**src/rtl/encrypt_pkg.sv**
```systemverilog
// Shared constants and types for the column-block encryption sequencer.
// Parameter-set derivations, ciphertext sizing and the controller state enum.
package encrypt_pkg;

  function automatic int m_of(input int ps);
    return (ps == 1) ? 12 : 13;
  endfunction

  function automatic int t_of(input int ps);
    case (ps)
      1:       return 64;
      2:       return 96;
      4:       return 119;
      default: return 128;
    endcase
  endfunction

  function automatic int n_of(input int ps);
    case (ps)
      1:       return 3488;
      2:       return 4608;
      3:       return 6688;
      4:       return 6960;
      default: return 8192;
    endcase
  endfunction

  function automatic int l_of(input int ps);
    return m_of(ps) * t_of(ps);
  endfunction

  function automatic int ct_words_of(input int ps);
    return (l_of(ps) + 31) / 32;
  endfunction

  function automatic int ct_aw_of(input int ps);
    return $clog2(ct_words_of(ps));
  endfunction

  localparam int ENC_PSET_DEFAULT = 1;
  localparam int ENC_L_DEFAULT    = l_of(ENC_PSET_DEFAULT);
  localparam int ENC_CTW_DEFAULT  = ct_words_of(ENC_PSET_DEFAULT);
  localparam int ENC_AW_DEFAULT   = ct_aw_of(ENC_PSET_DEFAULT);

  typedef enum logic [2:0] {
    ST_IDLE,
    ST_WAIT_DEPS,
    ST_KICK,
    ST_RUN,
    ST_DRAIN,
    ST_FINISH
  } enc_ctrl_state_t;

endpackage

```
**src/rtl/ct_skid_fifo.sv**
```systemverilog
// Two-entry synchronous FIFO that decouples the RAM read latency from the
// ciphertext sink's backpressure. Push while full is accepted only with a pop.
module ct_skid_fifo #(
  parameter int W = 32
) (
  input  logic         clk,
  input  logic         rst,
  input  logic         push,
  input  logic [W-1:0] din,
  input  logic         pop,
  output logic [W-1:0] dout,
  output logic         full,
  output logic         empty,
  output logic [1:0]   count
);

  logic [1:0][W-1:0] mem_q;
  logic              wp_q, rp_q;
  logic [1:0]        cnt_q;
  logic              do_push, do_pop;

  assign full    = (cnt_q == 2'd2);
  assign empty   = (cnt_q == 2'd0);
  assign count   = cnt_q;
  assign do_pop  = pop && !empty;
  assign do_push = push && (!full || do_pop);
  assign dout    = mem_q[rp_q];

  always_ff @(posedge clk) begin
    if (rst) begin
      mem_q <= '0;
      wp_q  <= 1'b0;
      rp_q  <= 1'b0;
      cnt_q <= 2'd0;
    end else begin
      if (do_push) begin
        mem_q[wp_q] <= din;
        wp_q        <= ~wp_q;
      end
      if (do_pop) rp_q <= ~rp_q;
      cnt_q <= cnt_q + {1'b0, do_push} - {1'b0, do_pop};
    end
  end

endmodule

```
**src/rtl/encrypt_seq_ctrl.sv**
```systemverilog
// Sequencer: waits for error vector and public key, launches the encryptor,
// then streams the ciphertext RAM out as a valid/ready word stream.
module encrypt_seq_ctrl
  import encrypt_pkg::*;
#(
  parameter int  parameter_set = 1,
  localparam int L        = l_of(parameter_set),
  localparam int CT_WORDS = (L + 31) / 32,
  localparam int AW       = $clog2(CT_WORDS)
) (
  input  logic          clk,
  input  logic          rst,
  input  logic          start,
  input  logic          e_ready,
  input  logic          pk_ready,
  output logic          enc_start,
  input  logic          enc_done,
  output logic          rd_en_c,
  output logic [AW-1:0] addr_rd_c,
  input  logic [31:0]   cipher,
  output logic [31:0]   ct_data,
  output logic          ct_valid,
  input  logic          ct_ready,
  output logic          ct_last,
  output logic          busy,
  output logic          done
);

  localparam logic [AW:0]   PTR_END = (AW+1)'(CT_WORDS);
  localparam logic [AW-1:0] W_LAST  = AW'(CT_WORDS - 1);

  enc_ctrl_state_t state_q, state_d;
  logic [AW:0]     ptr_q, ptr_d;
  logic [AW-1:0]   wcnt_q, wcnt_d;
  logic            inflight_q;

  logic            in_drain, accept, issue;
  logic            fifo_full, fifo_empty;
  logic [1:0]      fifo_cnt;
  logic [2:0]      occ;

  assign in_drain = (state_q == ST_DRAIN);
  assign ct_valid = !fifo_empty;
  assign accept   = ct_valid && ct_ready;
  assign ct_last  = ct_valid && (wcnt_q == W_LAST);

  // Occupancy after this cycle's pop; keeps the pipe full at one word/cycle
  // while guaranteeing the returning read always has a FIFO slot.
  assign occ   = {1'b0, fifo_cnt} + {2'b00, inflight_q} - {2'b00, accept};
  assign issue = in_drain && (ptr_q != PTR_END) && (occ < 3'd2)
                 && (!fifo_full || accept);

  assign enc_start = (state_q == ST_KICK);
  assign rd_en_c   = in_drain;
  assign addr_rd_c = in_drain ? ptr_q[AW-1:0] : '0;
  assign busy      = (state_q != ST_IDLE) && (state_q != ST_FINISH);
  assign done      = (state_q == ST_FINISH);

  always_comb begin
    state_d = state_q;
    case (state_q)
      ST_IDLE:      if (start) state_d = ST_WAIT_DEPS;
      ST_WAIT_DEPS: if (e_ready && pk_ready) state_d = ST_KICK;
      ST_KICK:      state_d = ST_RUN;
      ST_RUN:       if (enc_done) state_d = ST_DRAIN;
      ST_DRAIN:     if (accept && ct_last) state_d = ST_FINISH;
      ST_FINISH:    state_d = ST_IDLE;
      default:      state_d = ST_IDLE;
    endcase
  end

  always_comb begin
    ptr_d  = issue  ? ptr_q + 1'b1  : ptr_q;
    wcnt_d = accept ? wcnt_q + 1'b1 : wcnt_q;
    if (!in_drain) begin
      ptr_d  = '0;
      wcnt_d = '0;
    end
  end

  always_ff @(posedge clk) begin
    if (rst) begin
      state_q    <= ST_IDLE;
      ptr_q      <= '0;
      wcnt_q     <= '0;
      inflight_q <= 1'b0;
    end else begin
      state_q    <= state_d;
      ptr_q      <= ptr_d;
      wcnt_q     <= wcnt_d;
      inflight_q <= issue;
    end
  end

  ct_skid_fifo #(.W(32)) u_fifo (
    .clk   (clk),
    .rst   (rst),
    .push  (inflight_q),
    .din   (cipher),
    .pop   (accept),
    .dout  (ct_data),
    .full  (fifo_full),
    .empty (fifo_empty),
    .count (fifo_cnt)
  );

endmodule
```
**config.mk**
```make
export PLATFORM = sky130hd
export DESIGN_NAME = encrypt_seq_ctrl
export DESIGN_NICKNAME = d
export VERILOG_FILES = /design/src/rtl/encrypt_pkg.sv /design/src/rtl/ct_skid_fifo.sv /design/src/rtl/encrypt_seq_ctrl.sv
export SDC_FILE = /design/constraint.sdc
export NUM_CORES = 1
export LEC_CHECK = 0
export ABC_AREA = 0
export BUFFER_PORTS_ARGS = -buffer_cell sky130_fd_sc_hd__buf_2
export CORE_MARGIN = 3
export CORE_UTILIZATION = 59
export CTS_CLUSTER_DIAMETER = 50
export DETAILED_ROUTE_END_ITERATION = 16
export GPL_ROUTABILITY_DRIVEN = 0
export PLACE_DENSITY = 0.82
export REMOVE_ABC_BUFFERS = 1
export SETUP_SLACK_MARGIN = 0.1
export SYNTH_ARGS = -nofsm -noshare
export SYNTH_HDL_FRONTEND = slang
export SYNTH_HIERARCHICAL = 1
export SYNTH_SLANG_ARGS = --single-unit
```
**constraint.sdc**
```tcl
create_clock -name clk -period 4.4 [get_ports clk]
set_input_delay 0.88 -clock clk [delete_from_list [all_inputs] [get_ports clk]]
set_output_delay 0.88 -clock clk [all_outputs]
set_load 0.02 [all_outputs]
```
==> run summary <==
status: finished clean
share of the synthesized area in the top cell type: 0.401
cts bufs inserted: 9
Synth Cell Area: 4150 um^2
FFs w/ async S/R, synth: 0
Layout Skew: 0.0109 ns
min cycle time layout: 2.99 ns
maximum number of pins on one net before global-route repair: 63
EDFF count, synth: 0
vias in the first global route: 3,123
final-report max-slew violation count: 0
Critical Path RT: 4.67 ns
global-route wire length before repair: 14,400 um
count of input and output buffers: 81
initial drt markers: 202
initial antenna violation count: 0
overall power: 1.44 mW
Setup crit end kind: flip-flop
area leader, netlist: dfxtp_1
CP startpoint kind: flip-flop
Min-Delay Path Class: reg2reg
critical path fanouts, max: 14
grt ovf: 0
CTS Hold Bufs: 0
Synth Flop Type: dfxtp_1
Synth area leaders: dfxtp_1 40%, nand2b_1 11%, mux2_2 9.0%
die width: 89.8 um
max incr delay on CP: 0.54 ns
area of the core: 6570 um^2
Worst-path clk slew: 0.08 ns
clock sink count: 83
# Post-CTS Setup Buffers: 0
Seq/Total Area, Yosys: 0.401
die height: 89.8 um
Tightest Pin Transition: 0.860 ns
Final #Nets: 558
Total GRT Usage: 0.213
crit path cell chain: nor2_1, nor2b_1, buf_4, ha_1, nand2b_1, fa_1, xnor2_1, o211ai_1, or4_1, a21oi_1
DRC Markers: 0
worst-case clock buffer depth: 2
Fin. Hold Viols: 0
Switching Power: 0.314 mW
Starting Density: 0.632
Seq pwr share: 0.527
Via density: 5.30
Setup Viol. Count Final: 0
RSZ-0062 raised after global routing: no
worst IR drop on VDD: 244 uV
switch share: 0.219
antenna violation net count after detailed routing: 0
ANT cells: 0
CP Class: reg2reg
DRT Pass-1 Iters: 4
slowest CP cell: dfxtp_1
Final HPWL DP: 5580 um
CP arrival: 3.26 ns
Cell variety after synth: 46
full die area: 8070 um^2
Post-Syn Area per Cell: 9.28 um^2
CTS resizes: 0
clock tree from TritonCTS: done
max_cap viols: 0
static leakage: 2.05 nW
H-tree depth: 3
Vias: 3,241
FF+latch count, synth: 83
Comb power frac: 0.044
Peak Freq: 335 MHz
yosys warns: 6
Gate Count Post-Synth: 447
fin util: 0.731
Final Cycle Share: 0.679
later-pin clock latency in the skew report: 0.35 ns
Clock power frac: 0.429
routed wire length: 8560 um
Cell Pwr Density: 299 nW/um^2
CTS root buf: clkbuf_8
internal power: 1.12 mW
aggregate negative setup slack: 0 ns
CP delay by family, top: simple AND/OR/NAND/NOR gates
row count: 29
max-slew headroom at the worst pin: 0.427
layout cell share with drive strength beyond 1: 0.284
I/O pin cnt: 82
synth-to-layout area growth: 15.7%
WL/cell: 14.0 um
Buffers & Inverters on Critical Path: 1
==> path summary, 6_finish.rpt <==
check             slack (ns)  cells past startpoint               end        startpoint
setup / recovery        1.41                     10          ptr_q[3]   u_fifo/count[1]
hold / removal          0.47                      2  u_fifo/mem_q[60]  u_fifo/mem_q[60]
setup reg to reg        1.41                     10          ptr_q[3]   u_fifo/count[1]
hold reg to reg         0.47                      2  u_fifo/mem_q[60]  u_fifo/mem_q[60]
==> metrics by stage <==
step | setup WS, ns | instance area, um^2 | instances | hold WS [ns]
after floorplan | 1.06 | 4000 | 415 | 0.438
after global placement | 1.23 | 4570 | 595 | 0.453
final | 1.41 | 4800 | 611 | 0.474
after CTS | 1.39 | 4800 | 611 | 0.477
after detailed placement | 1.07 | 4570 | 595 | 0.464
after global routing | 1.22 | 4800 | 611 | 0.484
==> cell usage in the layout, fill, tap and decap left out, types with 2 or more instances in the layout <==
cell type,synthesis,final
o21ai_0,63,63
nor2_1,13,13
nor3_1,2,2
o21ai_1,3,3
buf_4,1,6
clkinv_4,0,3
nand2_1,14,14
nand3_1,2,2
or4_1,2,2
bufinv_16,0,2
mux2i_1,36,36
xor2_1,5,5
inv_1,7,7
and2_2,4,4
buf_2,3,81
nand4_1,2,2
o31ai_1,2,2
mux2_2,33,33
a21oi_1,6,6
nand2b_1,70,70
dfxtp_1,83,82
xnor2_1,3,3
nor2b_1,37,37
a31oi_1,2,2
ha_1,5,5
clkbuf_8,0,10
==> power groups by stage <==
stage / clock, mW / sequential [mW] / combinational [mW]
global route: 0.658 / 0.757 / 0.0708
floorplan: 0 / 0.774 / 0.0290
detailed placement: 0 / 0.775 / 0.0635
CTS: 0.629 / 0.757 / 0.0639
finish: 0.616 / 0.757 / 0.0633
global placement: 0 / 0.774 / 0.0625
==> final cells by class <==
type | instances | area, um^2
Clock buffer | 11 | 141
Clock inverter | 5 | 86.3
Fill cell | 510 | 1770
Inverter | 7 | 26.3
Multi-Input combinational cell | 325 | 2310
Sequential cell | 83 | 1660
Tap cell | 93 | 116
Timing Repair Buffer | 87 | 450
==> routing by layer <==
metal  up-vias  global-route usage  wire length [um]
met5         -                   0                 0
met4         0              0.0817                91
met3         7              0.0459               436
met2        81               0.346              4070
met1      1507               0.280              3960
li1       1646                   -                 -
==> worst reg2reg max path: cells and delay by family (launching register included) <==
family	cells	cell delay (ns)
simple gates	4	0.93
buf+inv	1	0.21
fa+ha+maj	2	0.64
xor+xnor	1	0.22
compound gates	2	0.38
flops	1	0.54
==> cell usage after synthesis, drive strengths merged (3+ instances only) <==
master,count
dfxtp,83
nand2b,70
o21ai,66
nor2b,37
mux2i,36
mux2,33
clkbuf,25
nand2,15
nor2,13
buf,7
inv,7
a21oi,6
ha,5
xor2,5
and2,4
xnor2,3
==> cell families (layout without fill, tap and decap cells) <==
family	Yosys count	count (layout)	share of synthesized area
and+or+nand+nor	160	160	0.238
DFF	83	83	0.401
AOI/OAI and AO/OA	82	82	0.106
muxes	69	69	0.176
buffers and inverters	39	110	0.0425
xor gates and xnor gates	8	8	0.0169
adders and majority gates	6	6	0.0199
==> flip-flops by register name, indices dropped and copies added, names as in the netlist <==
name / count
u_fifo/count: 2
state_q: 3
u_fifo/mem_q: 64
inflight_q: 1
ptr_q: 6
u_fifo/rp_q: 1
u_fifo/wp_q: 1
wcnt_q: 5
Note: power is estimated with default switching activity, not from simulation.
